==> src/rtl/kbd_pkg.sv <==
// rtl/kbd_pkg.sv - shared types and constants for the keyboard event controller
//
// Purpose : event record, set-2 prefix byte values and fetch FSM states used
//           by kbd_evt_ctrl and kbd_evt_fifo.
// Ports   : none (package).
package kbd_pkg;

   localparam int KBD_CODE_W = 8;

   localparam logic [7:0] KBD_PFX_EXT = 8'hE0;
   localparam logic [7:0] KBD_PFX_BRK = 8'hF0;

   typedef struct packed {
      logic                  ext;
      logic                  brk;
      logic [KBD_CODE_W-1:0] code;
   } kbd_evt_t;

   typedef enum logic [1:0] {
      IDLE = 2'd0,
      POP  = 2'd1,
      WAIT = 2'd2
   } kbd_fetch_e;

endpackage

==> src/rtl/kbd_evt_fifo.sv <==
// rtl/kbd_evt_fifo.sv - first-word-fall-through FIFO of key events
//
// Purpose : holds decoded key events until the CPU reads them; the head entry
//           is always presented on rd_data.
// Ports   : clk, clrn (async active-low reset)
//           push, wr_data     - write request and event to store
//           pop               - read request (ignored while empty)
//           rd_data           - head event (undefined while empty)
//           count             - occupancy, 0..DEPTH
//           full, empty       - occupancy flags
// A push while full succeeds only if a pop happens in the same cycle.
module kbd_evt_fifo
   import kbd_pkg::*;
#(
   parameter int DEPTH = 8
) (
   input  logic                     clk,
   input  logic                     clrn,
   input  logic                     push,
   input  kbd_evt_t                 wr_data,
   input  logic                     pop,
   output kbd_evt_t                 rd_data,
   output logic [$clog2(DEPTH):0]   count,
   output logic                     full,
   output logic                     empty
);

   localparam int AW = $clog2(DEPTH);
   localparam logic [AW:0] FULL_CNT = (AW+1)'(DEPTH);

   kbd_evt_t        mem [DEPTH];
   logic [AW-1:0]   wr_ptr;
   logic [AW-1:0]   rd_ptr;
   logic            push_ok;
   logic            pop_ok;

   assign empty   = (count == '0);
   assign full    = (count == FULL_CNT);
   assign pop_ok  = pop & ~empty;
   // a slot freed by a same-cycle pop makes room for the push
   assign push_ok = push & (~full | pop_ok);
   assign rd_data = mem[rd_ptr];

   always_ff @(posedge clk or negedge clrn) begin
      if (!clrn) begin
         wr_ptr <= '0;
         rd_ptr <= '0;
         count  <= '0;
      end else begin
         // pointers wrap naturally because DEPTH is a power of two
         if (push_ok) wr_ptr <= wr_ptr + 1'b1;
         if (pop_ok)  rd_ptr <= rd_ptr + 1'b1;
         case ({push_ok, pop_ok})
            2'b10:   count <= count + 1'b1;
            2'b01:   count <= count - 1'b1;
            default: count <= count;
         endcase
      end
   end

   always_ff @(posedge clk) begin
      if (push_ok) mem[wr_ptr] <= wr_data;
   end

endmodule

==> src/rtl/kbd_evt_ctrl.sv <==
// rtl/kbd_evt_ctrl.sv - drains ps2_kbd scan codes into a queue of key events
//
// Purpose : pops raw set-2 bytes from ps2_kbd, folds E0/F0 prefixes into one
//           event per key action and queues events for the CPU.
// Ports   : clk, clrn (async active-low reset)
//           kb_data, kb_ready, kb_rdn - ps2_kbd byte handshake (kb_rdn active low)
//           evt_valid, evt_code, evt_break, evt_ext - head event
//           evt_rd    - CPU pop strobe
//           evt_count - FIFO occupancy
//           overflow, ovf_clr - sticky drop flag and its clear
// Option  : KBD_TYPEMATIC_FILTER_EN suppresses repeated makes of the held key.
module kbd_evt_ctrl
   import kbd_pkg::*;
#(
   parameter int FIFO_DEPTH = 8,
   parameter int CODE_W     = 8
) (
   input  logic                          clk,
   input  logic                          clrn,
   input  logic [CODE_W-1:0]             kb_data,
   input  logic                          kb_ready,
   output logic                          kb_rdn,
   output logic                          evt_valid,
   output logic [CODE_W-1:0]             evt_code,
   output logic                          evt_break,
   output logic                          evt_ext,
   input  logic                          evt_rd,
   output logic [$clog2(FIFO_DEPTH):0]   evt_count,
   output logic                          overflow,
   input  logic                          ovf_clr
);

   kbd_fetch_e state, state_nxt;
   logic       pend_ext, pend_break;
   logic       byte_take, is_ext, is_brk, byte_evt;
   logic       suppress, push_req, rd_fire, drop;
   logic       fifo_full, fifo_empty;
   kbd_evt_t   new_evt, head_evt;

   // ---------------- fetch FSM ----------------
   always_ff @(posedge clk or negedge clrn) begin
      if (!clrn) state <= IDLE;
      else       state <= state_nxt;
   end

   always_comb begin
      state_nxt = state;
      kb_rdn    = 1'b1;
      unique case (state)
         IDLE: if (kb_ready) state_nxt = POP;
         POP: begin
            kb_rdn    = 1'b0;
            state_nxt = WAIT;
         end
         // ps2_kbd is still moving its read pointer; kb_ready is stale here
         WAIT:    state_nxt = IDLE;
         default: state_nxt = IDLE;
      endcase
   end

   // ---------------- decode ----------------
   assign byte_take = (state == POP);
   assign is_ext    = (kb_data == CODE_W'(KBD_PFX_EXT));
   assign is_brk    = (kb_data == CODE_W'(KBD_PFX_BRK));
   assign byte_evt  = byte_take & ~is_ext & ~is_brk;

   always_comb begin
      new_evt.ext  = pend_ext;
      new_evt.brk  = pend_break;
      new_evt.code = KBD_CODE_W'(kb_data);
   end

   always_ff @(posedge clk or negedge clrn) begin
      if (!clrn) begin
         pend_ext   <= 1'b0;
         pend_break <= 1'b0;
      end else if (byte_take) begin
         if (is_ext) begin
            pend_ext <= 1'b1;
         end else if (is_brk) begin
            pend_break <= 1'b1;
         end else begin
            pend_ext   <= 1'b0;
            pend_break <= 1'b0;
         end
      end
   end

`ifdef KBD_TYPEMATIC_FILTER_EN
   logic                  held_valid;
   logic                  held_ext;
   logic [KBD_CODE_W-1:0] held_code;
   logic                  held_match;

   assign held_match = held_valid & (held_ext == new_evt.ext) & (held_code == new_evt.code);
   // typematic repeats of the key still held down never reach the FIFO
   assign suppress   = held_match & ~new_evt.brk;

   always_ff @(posedge clk or negedge clrn) begin
      if (!clrn) begin
         held_valid <= 1'b0;
         held_ext   <= 1'b0;
         held_code  <= '0;
      end else if (byte_evt) begin
         if (!new_evt.brk && !held_match) begin
            held_valid <= 1'b1;
            held_ext   <= new_evt.ext;
            held_code  <= new_evt.code;
         end else if (new_evt.brk && held_match) begin
            held_valid <= 1'b0;
         end
      end
   end
`else
   assign suppress = 1'b0;
`endif

   // ---------------- queue ----------------
   assign push_req = byte_evt & ~suppress;
   assign rd_fire  = evt_rd & ~fifo_empty;
   // the byte is consumed regardless, so a full queue loses the event
   assign drop     = push_req & fifo_full & ~rd_fire;

   kbd_evt_fifo #(
      .DEPTH (FIFO_DEPTH)
   ) u_fifo (
      .clk     (clk),
      .clrn    (clrn),
      .push    (push_req),
      .wr_data (new_evt),
      .pop     (evt_rd),
      .rd_data (head_evt),
      .count   (evt_count),
      .full    (fifo_full),
      .empty   (fifo_empty)
   );

   always_ff @(posedge clk or negedge clrn) begin
      if (!clrn)        overflow <= 1'b0;
      else if (drop)    overflow <= 1'b1;
      else if (ovf_clr) overflow <= 1'b0;
   end

   // storage is not reset, so the head is masked while nothing is queued
   assign evt_valid = ~fifo_empty;
   assign evt_code  = fifo_empty ? '0 : CODE_W'(head_evt.code);
   assign evt_break = ~fifo_empty & head_evt.brk;
   assign evt_ext   = ~fifo_empty & head_evt.ext;

endmodule
==> config.mk <==
export PLATFORM = sky130hd
export DESIGN_NAME = kbd_evt_ctrl
export DESIGN_NICKNAME = d
export VERILOG_FILES = /design/src/rtl/kbd_pkg.sv /design/src/rtl/kbd_evt_fifo.sv /design/src/rtl/kbd_evt_ctrl.sv
export SDC_FILE = /design/constraint.sdc
export NUM_CORES = 1
export LEC_CHECK = 0
export BUFFER_PORTS_ARGS = -buffer_cell sky130_fd_sc_hd__clkbuf_2
export CAP_MARGIN = 10
export CORE_MARGIN = 4
export CORE_UTILIZATION = 45
export CTS_CLUSTER_SIZE = 25
export DETAILED_ROUTE_END_ITERATION = 10
export PLACE_DENSITY = 0.73
export SYNTH_ARGS = -nofsm -noshare
export SYNTH_HDL_FRONTEND = slang
export SYNTH_SLANG_ARGS = --single-unit
==> constraint.sdc <==
create_clock -name clk -period 3.4 [get_ports clk]
set_clock_uncertainty 0.15 [all_clocks]
set_input_delay 0.34 -clock clk [delete_from_list [all_inputs] [get_ports clk]]
set_output_delay 0.34 -clock clk [all_outputs]
set_load 0.02 [all_outputs]
Word level (Yosys, flattened, before mapping)
Memory sizes are Yosys's and may differ from the RTL's.
Index checks and enable logic that the tools add are counted.

storage, ports and cells
  register bits after elaboration = 15
  RAM bits = 80
  bits of input ports = 13
  output and inout bits = 17
  logic and storage cells = 52
  memories kept = 1

memories
  name        words  width  read ports  clocked after memory_dff  write ports  line                RTL
  u_fifo.mem  8      10     1           0                         1            kbd_evt_fifo.sv:31  kbd_evt_t mem [DEPTH];

operators by class
  add/sub/neg operators = 4
  equality and inequality tests = 8
  multiplexer cells = 12
  bitwise operators = 14
  reductions and logical operators = 6

operator list
  kind                                                                    count
  8-bit equality test (second input constant)                             2
  1-bit bitwise AND                                                       8
  1-bit 2-to-1 mux                                                        8
  8-bit 2-to-1 mux                                                        1
  4-bit case mux with 2 select lines                                      1
  3-bit by 1-bit adder with 3-bit output (second input constant)          2
  1-bit NOT                                                               5
  4-bit by 1-bit adder with 4-bit output (second input constant)          1
  2-bit by 1-bit equality test with 1-bit output (second input constant)  2
  4-bit equality test (second input constant)                             1
  4-bit logical NOT                                                       1
  2-bit != test (second input constant)                                   2
  2-bit case mux with 2 select lines                                      1
  2-bit AND reduction                                                     2
  2-bit nonzero test                                                      2
  4-bit by 1-bit subtractor with 4-bit output (second input constant)     1
  2-bit equality test (second input constant)                             1
  2-bit logical NOT                                                       1
  2-bit 2-to-1 mux                                                        1
  1-bit OR                                                                1

Longest topological paths before layout
  depth in word-level cells = 7
  depth in mapped cells = 12
  mapped depth without buffers = 10

Cells and area by module
From an unflattened synthesis, not the netlist that was laid out.

second synthesis, totals
  cell total of the unflattened synthesis = 216
  area, all modules = 3947.5 um^2

modules (own cells, without submodules)
  module        instances  cells an instance  area an instance (um^2)  seq. area each (um^2)
  kbd_evt_fifo  1          186                3666.0                   2652.5
  kbd_evt_ctrl  1          30                 281.5                    125.1

Worst setup path before layout
Ideal clock, no wire load.

  kind = register -> register
  start point = reg u_fifo.count[1]
  end point = mem u_fifo.mem[4][0] (netlist name) (enable)
  library setup time = 0.404 ns
  arrival time = 2.050 ns
  data required time = 2.846 ns
  path slack = 0.796 ns
  stages on the path, launching flop included = 6
  buffers on the path = 1
  clock period less this slack = 2.604 ns
  cells stage by stage = dfrtp_1 > buf_2 > nor3_1 > nand3b_1 > nand3_1 > nor4_1

between the ends
  cells in the longest elaborated chain, start to end = 7
  elaborated cells on any way between the ends = 9
  those cells by class = eq/ne (1); mux (2); bitwise (5); reduce/logical (1)

RTL lines
  item                                      line                RTL
  start: declaration                        kbd_evt_fifo.sv:23  output logic [$clog2(DEPTH):0] count,
  start signal: assignment                  kbd_evt_fifo.sv:54  2'b10: count <= count + 1'b1;
  start signal: assignment                  kbd_evt_fifo.sv:55  2'b01: count <= count - 1'b1;
  start signal: assignment                  kbd_evt_fifo.sv:56  default: count <= count;
  4-bit logical NOT                         kbd_evt_fifo.sv:37  assign empty = (count == '0);
  1-bit NOT                                 kbd_evt_fifo.sv:39  assign pop_ok = pop & ~empty;
  1-bit bitwise AND                         kbd_evt_fifo.sv:39
  1-bit OR *                                kbd_evt_fifo.sv:41  assign push_ok = push & (~full | pop_ok);
  1-bit bitwise AND *                       kbd_evt_fifo.sv:41
  1-bit 2-to-1 mux *                        kbd_evt_fifo.sv:62  if (push_ok) mem[wr_ptr] <= wr_data;
  1-bit 2-to-1 mux (implied by the code) *  kbd_evt_fifo.sv:62
  end: declaration                          kbd_evt_fifo.sv:31

Mark *: on every way between the ends. The rest lies on a longest branch, timed or not.

Worst setup path in the final report
  start point = reg u_fifo.count[2]
  end point = reg u_fifo.count[2]

between the ends
  cells in the longest elaborated chain, start to end = 7
  elaborated cells on any way between the ends = 13
  those cells by class = add/sub (2); eq/ne (3); mux (1); bitwise (5); reduce/logical (2)

RTL lines
  item                                                                                   line                RTL
  4-bit logical NOT                                                                      kbd_evt_fifo.sv:37
  1-bit NOT                                                                              kbd_evt_fifo.sv:39
  1-bit bitwise AND                                                                      kbd_evt_fifo.sv:39
  1-bit OR                                                                               kbd_evt_fifo.sv:41
  1-bit bitwise AND                                                                      kbd_evt_fifo.sv:41
  2-bit by 1-bit equality test with 1-bit output or 2-bit equality test (tied branches)  kbd_evt_fifo.sv:53  case ({push_ok, pop_ok})
  4-bit case mux with 2 select lines or 2-bit nonzero test (tied branches)               -

Parallel ways exist; a longest one is shown, timed or not.
A chain may end at the register's enable or synchronous reset.

==> key figures <==
Routing
  – Routed wire per std cell: 18.6 microns
  – Vias: about 1900
  – DRC viols: 0
  – Drt pass-1 iters: 4
  – Vias per inst: approximately 5.4
  – Antenna Nets Post-Route: 0
  – Drt total wl: 6650 microns
  – First DRT Iteration DRCs: 120

GRT
  – Initial antenna violation count: 0
  – All-layer global routing usage: 0.145
  – Wire length of the first global-routing pass: between 10000 and 15000 microns
  – Overflow after GRT: 0
  – Largest net degree at the start of global routing: 20
  – Vias in the first global route: about 2000

Placed design
  – Port bufs: 29
  – RePlAce Congestion: about 0.7
  – Placed insts: 341
  – Placed wire-length estimate: approximately 4300 microns

Clocking
  – CTS resizes: 0
  – Clk sinks: 95
  – Post-CTS Setup Bufs: 0
  – Max Root-Sink Buffers: 2
  – CTS tree: built
  – Clk root buf: clkbuf_8
  – Clk slew on worst S/H paths: 90 ps
  – H-tree levels: 3
  – CTS Buf Count: 9
  – Clock latency on the worst-skew pair: roughly 350 ps
  – Hold_buf cts: 1

Setup path
  – CP endpoint kind: register
  – Req. time, crit path: approximately 3500 ps
  – Crit path top cell by count: xor2_1
  – Reg2reg setup slack: approximately 730 ps
  – Reg-to-reg endpoint: u_fifo.count[2]$_DFFE_PN0P_
  – Slowest cell delay on critical path: 480 ps
  – R2R depth: 11
  – Critical path type: register to register
  – Worst Path Max Fanout: 11
  – Reg2Reg Launch Point: u_fifo.count[2]$_DFFE_PN0P_
  – CP Launch Type: register
  – Arr. time, crit path: around 2800 ps
  – Crit-path slowest cell: dfrtp_1
  – Worst path cell trace: nor4_4 > buf_4 > inv_2 > and2_1 > ha_1 > xor2_1 > ha_1 > a21oi_1 > xor2_1 > nor2_1 > xor2_1

Die
  – I/O Pins: 30
  – FP Rows: 33
  – Starting Density: 0.466
  – Die X: approximately 100 microns
  – Die footprint: ~10000 sq um
  – Chip Height: about 100 microns
  – Core area: just over 8000 sq um

Worst hold path
  – Min-delay worst type: input pin to register
  – WHS Endpoint: overflow$_DFFE_PN0P_
  – Hold Path Cell Cnt: 2
  – Hold Crit Start: ovf_clr

STA
  – Slew @ Worst Pin: 888 ps
  – Final Max Slew Viols: 0
  – Unrepaired setup endpoints after global routing: false
  – Fin. Hold Viols: 0
  – FMAX: 374 MHz
  – Slew HR: 0.403
  – Period minus WS final: 2670 ps
  – Period utilization: 0.785
  – Fin Setup TNS: 0 ps
  – Final setup viols: 0

Logic synthesis
  – Fraction of registers with async set/reset: 0.158
  – Synth cell types: 33
  – Main synth FF type: edfxtp_1
  – Synth area leader: edfxtp_1
  – Net Count, Synth: 223
  – Cell area after synthesis: 3850 sq um
  – Cell count after synthesis: 205
  – Syn Area/Cell: about 19 sq um
  – Sequential cell area fraction in the yosys report: 0.722
  – Top cells by count, synth: edfxtp_1 (80), mux4_2 (20), nor2_1 (20)
  – Post-synth top area share: 0.624
  – Synth top area cells: edfxtp_1 (62%), mux4_2 (12%), dfrtp_1 (9.8%)
  – EDFF count, synth: 80
  – Synth warn: 0
  – Most frequent cell after synthesis: edfxtp_1
  – #FFs+latches synth: 95

Pwr
  – Sw Share: 0.349
  – Final Power: ~3.5 mW
  – Sw Pwr: between 1 and 1.5 mW
  – Part of the power in registers: 0.469
  – Pint: between 2 and 2.5 mW
  – Gate power share: 0.336
  – Clock share of power: 0.195
  – Maximum vdd drop: approximately 290 uV
  – P_leak: about 1.5 nW
  – Power Density: 792 nW/um^2

Layout
  – # nets final: about 270
  – Ant. Diodes: 0
  – P&R area growth vs syn: 13.6%
  – # fillers: 658
  – Final core utilization: 0.529
  – Non-Filler Instances: about 360
  – Multi-input gate area: approximately 1000 sq um
  – Register Area: approximately 2800 sq um
  – Share of layout cells above drive strength 1: 0.324

Job
  – Max_cap viols: 0

Status
  – Status: finished, final reports clean
[registers in the layout, indices dropped and copies added, names as in the netlist]
register and flops:
u_fifo.wr_ptr 3, state 2, u_fifo.count 4, u_fifo.rd_ptr 3, pend_ext 1, u_fifo.mem 80
pend_break 1, overflow 1
[cell families (layout without fill, tap and decap cells)]
group / after synthesis / after routing / synth area share
and+or+nand+nor: 43 / 43 / 0.0605
muxes: 34 / 34 / 0.155
buffers and inverters: 13 / 61 / 0.0159
xor gates and xnor gates: 9 / 9 / 0.0205
DFF: 95 / 95 / 0.722
adders and majority gates: 5 / 5 / 0.0163
AOI/OAI and AO/OA: 6 / 6 / 0.00975
[worst max-delay path by stage]
stage	start	end	slack [ps]	depth (start not counted)
floorplan	u_fifo.count[1]$_DFFE_PN0P_	u_fifo.mem[4][0]$_DFFE_PP_	800	5
global placement	u_fifo.count[2]$_DFFE_PN0P_	u_fifo.count[2]$_DFFE_PN0P_	750	11
CTS	u_fifo.rd_ptr[0]$_DFFE_PN0P_	evt_code[4]	670	5
finish	u_fifo.count[2]$_DFFE_PN0P_	u_fifo.count[2]$_DFFE_PN0P_	730	11
detailed placement	kb_data[2]	u_fifo.count[2]$_DFFE_PN0P_	680	11
global route	u_fifo.count[2]$_DFFE_PN0P_	u_fifo.count[2]$_DFFE_PN0P_	530	11
[power by group through the flow]
stage	Combinational (mW)	Clock [mW]	Sequential [mW]
floorplan	0.897	0	1.58
global placement	1.19	0	1.64
detailed placement	1.19	0	1.65
CTS	1.20	0.695	1.63
global route	1.28	0.746	1.65
finish	1.16	0.675	1.62
[per-layer routing]
metal / up-vias / GRT usage / routed length, microns
li1: 891 / - / -
met3: 9 / 0.0298 / 251
met5: - / 0 / 0
met2: 43 / 0.222 / 3240
met1: 995 / 0.204 / 3040
met4: 0 / 0.0591 / 115
[area by class of cell]
| cell class | count | area share |
|---|---|---|
| Sequential cell | 95 | 0.636 |
| Multi-Input combinational cell | 97 | 0.236 |
| Timing Repair Buffer | 41 | 0.0544 |
| Tap cell | 105 | 0.0301 |
| Clock buffer | 10 | 0.0292 |
| Clock inverter | 6 | 0.0115 |
| Inverter | 4 | 0.00344 |
[critical path: cells and delay by family (launching register included)]
kind                     cells  cell delay, ps
adder cells (fa/ha/maj)      2             480
AO/OA/AOI/OAI                1             140
flip-flops                   1             480
AND/OR/NAND/NOR              3             560
buffers and inverters        2             270
XOR/XNOR                     3             470
[layout by cell type, fill, tap and decap left out, types with 2 or more instances in the layout]
cell type	netlist	final
clkbuf_8	0	9
mux2i_1	11	11
edfxtp_1	80	80
nand2_1	4	4
inv_6	0	4
inv_2	2	2
nor2_1	20	20
a21oi_1	3	3
buf_4	0	11
nand3_1	3	3
nor4_4	1	2
nor4bb_1	2	2
clkinvlp_4	0	2
mux4_2	20	20
xor2_1	5	5
dfrtp_1	15	15
nand3b_1	3	3
ha_1	5	5
clkbuf_2	0	29
xnor2_1	4	4
nor3_1	3	3
[through the flow]
| step | instance area [sq um] | hold slack [ps] | setup WS, ps |
|---|---|---|---|
| floorplan | 3850 | -106 | 796 |
| CTS | 4370 | 9.59 | 669 |
| global route | 4370 | 19.5 | 526 |
| finish | 4370 | 26.5 | 729 |
| detailed placement | 4180 | 134 | 681 |
| global placement | 4180 | 135 | 749 |
(Power assumes the default switching activity.)
